File: config.mk
export PLATFORM = sky130hd
export DESIGN_NAME = instr_fetch_unit
export DESIGN_NICKNAME = d
export VERILOG_FILES = /design/src/rtl/instr_fetch_unit.sv
export SDC_FILE = /design/constraint.sdc
export NUM_CORES = 1
export LEC_CHECK = 0
export ABC_AREA = 1
export BUFFER_PORTS_ARGS = -buffer_cell sky130_fd_sc_hd__buf_2
export CORE_MARGIN = 2
export CORE_UTILIZATION = 35
export CTS_BUF_LIST = sky130_fd_sc_hd__clkbuf_16
export DETAILED_ROUTE_END_ITERATION = 10
export PLACE_DENSITY_LB_ADDON = 0.1
export SETUP_SLACK_MARGIN = 0.2
export SKIP_LAST_GASP = 1
export SLEW_MARGIN = 20
export SYNTH_ARGS = -nofsm -noshare
export SYNTH_HDL_FRONTEND = slang
export SYNTH_SLANG_ARGS = --single-unit
File: constraint.sdc
create_clock -name clk -period 2.2 [get_ports clk]
set_clock_uncertainty 0.15 [all_clocks]
set_input_delay 0.33 -clock clk [delete_from_list [all_inputs] [get_ports clk]]
set_output_delay 0.33 -clock clk [all_outputs]
set_load 0.02 [all_outputs]
File: src/rtl/instr_fetch_unit.sv
// Fetch stage: owns the PC, issues one word read at a time to instruction memory and hands
// each fetched word plus its PC to decode; redirects flush the current fetch.
module instr_fetch_unit #(
    parameter int unsigned          ADDR_W   = 32,
    parameter logic [ADDR_W-1:0]    RESET_PC = '0,
    parameter int unsigned          PC_INC   = 1
) (
    input  logic              clk,
    input  logic              rst,
    output logic              imem_req_valid,
    input  logic              imem_req_ready,
    output logic [ADDR_W-1:0] imem_addr,
    input  logic              imem_rsp_valid,
    input  logic [31:0]       imem_rsp_data,
    output logic              instr_valid,
    input  logic              instr_ready,
    output logic [31:0]       instr_out,
    output logic [ADDR_W-1:0] instr_pc,
    input  logic              redirect_valid,
    input  logic [ADDR_W-1:0] redirect_pc,
    output logic [31:0]       fetch_count
);

    typedef enum logic [1:0] {
        S_REQ  = 2'd0,
        S_WAIT = 2'd1,
        S_HOLD = 2'd2
    } state_t;

    state_t            state_q, state_d;
    logic [ADDR_W-1:0] pc_q, pc_d;
    logic              drop_q, drop_d;
    logic              req_valid_q, req_valid_d;
    logic              instr_valid_q, instr_valid_d;
    logic [31:0]       instr_out_q, instr_out_d;
    logic [ADDR_W-1:0] instr_pc_q, instr_pc_d;
    logic [31:0]       fetch_count_q, fetch_count_d;

    always_ff @(posedge clk) begin
        // NOTE: non-blocking assignments keep every register updating from pre-edge values.
        if (rst) begin
            state_q       <= S_REQ;
            pc_q          <= RESET_PC;
            drop_q        <= 1'b0;
            req_valid_q   <= 1'b1;
            instr_valid_q <= 1'b0;
            instr_out_q   <= '0;
            instr_pc_q    <= '0;
            fetch_count_q <= '0;
        end else begin
            state_q       <= state_d;
            pc_q          <= pc_d;
            drop_q        <= drop_d;
            req_valid_q   <= req_valid_d;
            instr_valid_q <= instr_valid_d;
            instr_out_q   <= instr_out_d;
            instr_pc_q    <= instr_pc_d;
            fetch_count_q <= fetch_count_d;
        end
    end

    always_comb begin
        // NOTE: every next-state signal gets its hold value first so no path infers a latch.
        state_d       = state_q;
        pc_d          = pc_q;
        drop_d        = drop_q;
        instr_valid_d = instr_valid_q;
        instr_out_d   = instr_out_q;
        instr_pc_d    = instr_pc_q;
        fetch_count_d = fetch_count_q;

        unique case (state_q)
            S_REQ: begin
                if (redirect_valid) begin
                    pc_d = redirect_pc;
                    // The old address was accepted; its response must be thrown away.
                    if (imem_req_ready) begin
                        drop_d  = 1'b1;
                        state_d = S_WAIT;
                    end
                end else if (imem_req_ready) begin
                    state_d = S_WAIT;
                end
            end
            S_WAIT: begin
                if (redirect_valid) begin
                    pc_d = redirect_pc;
                end
                if (imem_rsp_valid) begin
                    if (drop_q || redirect_valid) begin
                        drop_d  = 1'b0;
                        state_d = S_REQ;
                    end else begin
                        instr_out_d   = imem_rsp_data;
                        instr_pc_d    = pc_q;
                        instr_valid_d = 1'b1;
                        state_d       = S_HOLD;
                    end
                end else if (redirect_valid) begin
                    drop_d = 1'b1;
                end
            end
            S_HOLD: begin
                if (redirect_valid) begin
                    pc_d          = redirect_pc;
                    instr_valid_d = 1'b0;
                    state_d       = S_REQ;
                end else if (instr_ready) begin
                    pc_d          = pc_q + ADDR_W'(PC_INC);
                    fetch_count_d = fetch_count_q + 32'd1;
                    instr_valid_d = 1'b0;
                    state_d       = S_REQ;
                end
            end
            default: begin
                state_d = S_REQ;
            end
        endcase

        req_valid_d = (state_d == S_REQ);
    end

    assign imem_req_valid = req_valid_q;
    assign imem_addr      = pc_q;
    assign instr_valid    = instr_valid_q;
    assign instr_out      = instr_out_q;
    assign instr_pc       = instr_pc_q;
    assign fetch_count    = fetch_count_q;

endmodule

==> impl_metrics.py, run 1 <==
metrics = {
    "power": {
        "power_switching_mw": 1.59,
        "p_leak_nw": 3.67,
        "power.share.clock": 0.460,
        "p_sw_frac": 0.272,
        "pwr-share-comb": 0.100,
        "p_int_mw": 4.27,
        "p_total_mw": 5.87,
        "irDropWorstVdd_mv": 0.493,
        "seqPwrFrac": 0.439,
        "power.density_nw_per_um2": 686,
    },
    "global_route": {
        "grt-ovfl-total": 0,
        "grt_first_pass_wirelength_um": 33700,
        "grt_max_degree": 69,
        "grt_util_all_layers": 0.213,
        "antenna_found_initial": 0,
        "grt_pass1_vias": 6485,
    },
    "logic_synthesis": {
        "synth_edf_count": 0,
        "async_reset_ff_frac": 0,
        "seq_area_frac_synth": 0.404,
        "ys_types": 38,
        "synth_ff_type": "dfxtp_1",
        "synth_fp_nets": 1091,
        "ys_seq_elements": 133,
        "ys_warn_count": 0,
        "avgSynthCellArea_um2": 6.46,
        "synth_area_um2": 6590,
        "synthCells": 1019,
    },
    "die": {
        "start_util": 0.355,
        "rows": 50,
        "die_w_um": 141,
        "die-area_um2": 19900,
        "coreArea_um2": 18600,
        "fp.dieH_um": 141,
        "io-pin-count": 200,
    },
    "clock_tree": {
        "cts_htree_levels": 4,
        "cts_buffers": 17,
        "clk_pin_slew_ns": 0.06,
        "cts_tree": "yes",
        "cts_sinks": 133,
        "cts_buffer_depth": 2,
        "clk_latency_ns": 0.42,
        "cts_root_buffer": "clkbuf_16",
    },
    "cells_and_area": {
        "area_delta_synth_final_pct": 29.8,
        "fillers": 2005,
        "drive_gt1_frac": 0.227,
        "fin_nets": 1295,
        "antenna_cells": 0,
    },
    "outcome": {
        "outcome": "complete, no violations",
    },
    "worst_setup_path": {
        "crit_chain": "ha_2 > nand2_1 > nor2_4 > nand2_1 > nor2_2 > xor2_1 > nand2_1 > nand2_1 > a21oi_1",
        "crit_type": "flip-flop to flip-flop",
        "cp-end-kind": "flip-flop",
        "required_ns": 2.33,
        "path_max_fanout": 5,
        "slowest_stage": "dfxtp_1",
        "start_kind": "flip-flop",
        "cp_num_buf_inv": 0,
        "cp_slowest_stage_delay_ns": 0.38,
        "r2r_slack_ns": 0.35,
        "crit_arrival_ns": 1.99,
        "cpLargestDelayFamily": "simple AND/OR/NAND/NOR gates",
        "cp_common_cell": "nand2_1",
    },
    "timing": {
        "slew_headroom": 0.606,
        "setup-tns-final_ns": 0,
        "slew_viol_final": 0,
        "setup_viol": 0,
        "setup_ws_ns": 0.346,
        "worst-slew-pin-transition_ns": 0.585,
        "finalHoldViolCount": 0,
        "fin_crit_ns": 1.85,
        "fin_crit_sh": 0.843,
        "rsz0062_at_grt": "no",
        "fmax_mhz": 539,
    },
    "routing": {
        "wl_per_cell_um": 14.3,
        "drt_iter0_drc": 394,
        "ant_nets": 0,
        "vias": 7042,
        "dr.pass1.iters": 5,
        "viasPerCell": 4.79,
        "wl_um": 21100,
        "post-route-drc-count": 0,
    },
    "placement": {
        "dp_hpwl_um": 15400,
        "place.gp.congestion": 0.905,
        "io_buffers": 199,
        "dp_slack_ns": 0.252,
    },
    "worst_hold_path": {
        "hold_class": "input port to flip-flop",
    },
    "job": {
        "max_cap_viol_count": 0,
    },
}
==> worst paths after layout <==
check / to / startpoint / cells past startpoint
worst min register to register: instr_out[24] / instr_out[24] / 2
worst max-delay path: imem_addr[10] / imem_addr[0] / 9
worst min-delay path: instr_out[21] / imem_rsp_data[21] / 3
worst max register to register: imem_addr[10] / imem_addr[0] / 9
==> metrics by stage <==
step | util | std cells | hold WS, ns | instance area (um^2)
final | 0.460 | 1470 | 0.0129 | 8550
after global placement | 0.424 | 1427 | 0.307 | 7870
after detailed placement | 0.424 | 1427 | 0.315 | 7870
after floorplan | - | 1019 | 0.276 | 6590
after CTS | 0.458 | 1468 | 0.000452 | 8510
after global routing | 0.460 | 1470 | 0.0168 | 8550
==> cell usage after synthesis, types with 2 or more instances <==
cell,count,share of area
nand4_1,10,0.0095
nand3_1,53,0.040
nand3b_1,4,0.0046
and3_1,2,0.0019
xor2_1,3,0.0040
buf_2,18,0.014
o21a_1,2,0.0023
clkbuf_1,17,0.0097
ha_1,2,0.0038
or2_2,4,0.0038
a211oi_1,5,0.0057
buf_6,3,0.0051
o21ai_0,90,0.068
a21oi_1,85,0.065
nand2_1,242,0.14
nor2_2,6,0.0057
buf_4,4,0.0046
o211ai_1,2,0.0023
inv_2,2,0.0011
inv_1,82,0.047
nor3_1,4,0.0030
nor2_1,226,0.13
nor2_4,4,0.0068
dfxtp_1,133,0.40
o21ai_1,2,0.0015
clkinv_1,2,0.0011
==> worst register-to-register path, cell delays in order (launching register included) <==
cell     delay, ns
dfxtp_1       0.38
ha_2          0.24
nand2_1       0.11
nor2_4        0.16
nand2_1       0.17
nor2_2        0.17
xor2_1        0.16
nand2_1       0.07
nand2_1       0.06
a21oi_1       0.05
==> cells by family (layout without fill, tap and decap cells) <==
group,after synthesis,in the layout,share of synthesized area
and+or+nand+nor,561,561,0.353
AOI/OAI and AO/OA,191,191,0.151
DFF,133,133,0.404
buffers and inverters,128,345,0.0821
xor gates and xnor gates,4,4,0.00532
adders and majority gates,2,2,0.00380
==> final cells by class <==
| type | instances | area [um^2] | share of cell area |
|---|---|---|---|
| inverter | 86 | 329 | 0.0385 |
| timing repair buffer | 227 | 1300 | 0.152 |
| clock inverter | 15 | 130 | 0.0152 |
| clock buffer | 17 | 425 | 0.0498 |
| tap | 234 | 293 | 0.0342 |
| multi-input combinational | 758 | 3400 | 0.398 |
| sequential | 133 | 2670 | 0.312 |
==> power by group through the flow <==
stage	clock network, mW	logic (mW)	registers, mW
2_1_floorplan	0	0.254	2.71
3_3_place_gp	0	0.580	2.63
6_report	2.70	0.589	2.58
4_1_cts	2.76	0.594	2.58
3_5_place_dp	0	0.579	2.63
5_1_grt	2.87	0.658	2.59
==> placed cells by master (no fill, tap or decap), drive strengths merged, types with 5 or more instances in the layout <==
cell / instances
buf: 218
nor2: 236
a211oi: 5
nand3: 54
clkinv: 8
o21ai: 92
dfxtp: 133
nand2: 243
inv: 88
dlygate4sd3: 9
a21oi: 85
nand4: 12
nor3: 5
clkbuf: 17
==> sequential cells by signal (all words and copies together) (netlist names) <==
| name | count |
|---|---|
| fetch_count | 32 |
| imem_addr | 32 |
| instr_out | 32 |
| instr_pc | 32 |
| state_q | 2 |
| drop_q | 1 |
| imem_req_valid | 1 |
| instr_valid | 1 |
==> metal layers <==
layer,share of wire,global-route usage
met1,0.49,0.286
met2,0.44,0.340
met3,0.058,0.0465
met4,0.015,0.0705
met5,0,0
==> what timing repair did <==
| action | in CTS | in global routing |
|---|---|---|
| hold buffers | 9 | 0 |
| hold endpoints to repair | 9 | 0 |
| buffers inserted | 0 | 2 |
| resized for setup | 0 | 9 |
| endpoints found under the setup margin | 0 | 28 |
No activity file was read; power rests on OpenSTA's default activity.
==> run 2: changes to the inputs <==
--- a/config.mk
+++ b/config.mk
@@ -5,7 +5,7 @@
 export SDC_FILE = /design/constraint.sdc
 export NUM_CORES = 1
 export LEC_CHECK = 0
-export ABC_AREA = 1
+export ABC_AREA = 0
 export BUFFER_PORTS_ARGS = -buffer_cell sky130_fd_sc_hd__buf_2
 export CORE_MARGIN = 2
 export CORE_UTILIZATION = 35
==> constraint.sdc (replaced) <==
create_clock -name clk -period 1.7 [get_ports clk]
set_clock_uncertainty 0.15 [all_clocks]
set_input_delay 0.255 -clock clk [delete_from_list [all_inputs] [get_ports clk]]
set_output_delay 0.255 -clock clk [all_outputs]
set_load 0.02 [all_outputs]
==> run 2 against run 1 <==
  * Synthesized area decreased by 9.3%
  * Critical endpoint is now imem_addr[29]
  * Die area decreased by 9.0%
  * Critical path depth decreased by 4
  * Largest cell class unchanged
  * The flow now finishes with violations (setup timing)
  * Maximum frequency decreased by 11%
  * Utilization increased by 30 points
  * Largest power group unchanged
==> impl_metrics.py, run 2 <==
metrics = {
    "outcome": {
        "outcome": "finished with violations",
        "violations": "setup timing",
    },
    "die": {
        "fp.dieH_um": 135,
        "io-pin-count": 200,
        "coreArea_um2": 16600,
        "rows": 47,
        "die_w_um": 135,
        "start_util": 0.359,
        "die-area_um2": 18100,
    },
    "cells_and_area": {
        "instances_no_fill": 1447,
        "antenna_cells": 0,
        "drive_gt1_frac": 0.630,
        "seq_area_um2": 2790,
        "mostFrequentLayoutCell": "buf_2",
        "mostFrequentLayoutCells": "buf_2 (184), buf_4 (127), dfxtp_1 (87), nand2_1 (80), buf_6 (72)",
        "area_delta_synth_final_pct": 112,
        "fillers": 1115,
        "multi_input_area_um2": 4700,
        "design_area_um2": 12700,
        "fin_nets": 1286,
    },
    "clock_tree": {
        "cts_buffer_depth": 2,
        "clk_pin_slew_ns": 0.07,
        "cts_htree_levels": 4,
        "cts_buffers": 17,
        "cts_root_buffer": "clkbuf_16",
        "cts_tree": "yes",
        "clk_latency_ns": 0.43,
        "cts_sinks": 133,
    },
    "worst_setup_path": {
        "cp-end-kind": "flip-flop",
        "crit_arrival_ns": 2.29,
        "start_kind": "flip-flop",
        "path_max_fanout": 5,
        "crit_type": "flip-flop to flip-flop",
        "required_ns": 1.90,
    },
    "power": {
        "p_sw_frac": 0.275,
        "power_switching_mw": 2.22,
        "irDropWorstVdd_mv": 0.726,
        "power.density_nw_per_um2": 638,
        "seqPwrFrac": 0.402,
        "power.share.clock": 0.431,
        "p_int_mw": 5.85,
        "p_total_mw": 8.07,
        "pwr-share-comb": 0.167,
        "p_leak_nw": 5.91,
    },
    "timing": {
        "setup_viol": 125,
        "worst-slew-pin-transition_ns": 0.462,
        "fin_crit_sh": 1.23,
        "slew_headroom": 0.692,
        "setup-tns-final_ns": -22.60,
        "setup_ws_ns": -0.389,
        "finalHoldViolCount": 0,
        "fin_crit_ns": 2.09,
        "rsz0062_at_grt": "yes",
        "fmax_mhz": 479,
        "slew_viol_final": 0,
    },
    "placement": {
        "io_buffers": 199,
        "placed_area_um2": 8680,
        "place.gp.congestion": 0.841,
        "dp_slack_ns": -0.510,
        "dp_hpwl_um": 14300,
        "dp.cells": 1272,
    },
    "logic_synthesis": {
        "yosysTopAreaCell": "dfxtp_1",
        "synth_fp_nets": 842,
        "ys_warn_count": 0,
        "yosysMostFrequentCell": "nand2_1",
        "synth_common_cells": "nand2_1 (183), dfxtp_1 (133), a21oi_1 (93), nor2_1 (53), clkbuf_1 (43)",
        "seq_area_frac_synth": 0.446,
        "ys_types": 61,
        "synthCells": 770,
        "synth_area_um2": 5970,
        "ys_seq_elements": 133,
        "synth_ff_type": "dfxtp_1",
        "synth_edf_count": 0,
        "avgSynthCellArea_um2": 7.76,
        "synth_area_leaders": "dfxtp_1 (45%), nand2_1 (11%), a21oi_1 (7.8%)",
        "synth_top_area_frac": 0.446,
        "async_reset_ff_frac": 0,
    },
    "routing": {
        "viasPerCell": 5.36,
        "drt_iter0_drc": 558,
        "ant_nets": 0,
        "wl_per_cell_um": 18.9,
        "dr.pass1.iters": 5,
        "post-route-drc-count": 0,
        "wl_um": 27300,
        "vias": 7756,
    },
    "job": {
        "max_cap_viol_count": 0,
    },
    "global_route": {
        "grt_pass1_vias": 7400,
        "grt_first_pass_wirelength_um": 39100,
        "grt_util_all_layers": 0.273,
        "grt_max_degree": 62,
        "antenna_found_initial": 0,
        "grt-ovfl-total": 0,
    },
    "worst_hold_path": {
        "hold_class": "input port to flip-flop",
    },
}
==> run 2: cell types whose count changed after synthesis, moves of 11 or more <==
cell      delta
nor2_1     -173
o21ai_0     -72
inv_1       -71
nand2_1     -59
clkbuf_1    +26
nand3_1     -21
xnor2_1     +21
nor3_1      +17
buf_2       -16
nor4_1      +16
nand4_1     +11
==> run 2: kinds of logic after synthesis <==
family / count (synthesis) / share of synthesized area
AO/OA/AOI/OAI: 159 / 0.158
adder cells (fa/ha/maj): 2 / 0.00419
multiplexers: 3 / 0.00524
buffers and inverters: 64 / 0.0425
XOR/XNOR: 27 / 0.0396
AND/OR/NAND/NOR: 382 / 0.305
flip-flops: 133 / 0.446
==> run 2: per-layer routing <==
| metal | wire length [um] | global-route usage | vias up | share of wire |
|---|---|---|---|---|
| met5 | 0 | 0 | - | 0 |
| met4 | 674 | 0.0959 | 0 | 0.025 |
| met3 | 1770 | 0.0574 | 60 | 0.065 |
| met2 | 13400 | 0.453 | 316 | 0.49 |
| met1 | 11500 | 0.351 | 3748 | 0.42 |
| li1 | - | - | 3632 | - |
==> run 2: cell type report <==
type	count	area share
sequential	133	0.220
inverter	11	0.00326
multi-input combinational	574	0.371
clock buffer	19	0.0376
tap	220	0.0218
clock inverter	13	0.00633
timing repair buffer	477	0.340
==> run 2: power groups by stage <==
stage / combinational, mW / sequential (mW) / clock (mW)
after CTS: 1.13 / 3.23 / 3.52
after floorplan: 0.288 / 3.42 / 0
after global placement: 0.780 / 3.29 / 0
after detailed placement: 0.779 / 3.29 / 0
final: 1.35 / 3.24 / 3.48
after global routing: 1.41 / 3.25 / 3.66
==> run 2: critical path, stage by stage, from the launching register on <==
cell	delay [ns]
dfxtp_4	0.35
and4_4	0.25
nand4_4	0.12
or4_4	0.48
or4b_4	0.50
a41oi_2	0.16
==> run 2: timing repair <==
action                                 CTS  global route
endpoints found under the hold margin   40             0
pin swaps                              155            93
setup buffers                           57            21
setup endpoints to repair              131           147
gates cloned                            17             8
hold buffers                            40             0
gates resized for setup                248           195
==> run 2: stage by stage <==
stage	utilization	hold slack, ns
floorplan	-	0.245
global placement	0.521	0.286
detailed placement	0.521	0.291
CTS	0.695	0.00444
global route	0.760	0.0173
finish	0.760	0.00884
==> run 2: worst paths after layout <==
check	start	end	slack, ns	depth (start not counted)
hold / removal	rst	drop_q	0.009	3
setup / recovery	imem_addr[7]	imem_addr[29]	-0.39	5
hold reg to reg	instr_pc[14]	instr_pc[14]	0.30	2
setup reg to reg	imem_addr[7]	imem_addr[29]	-0.39	5
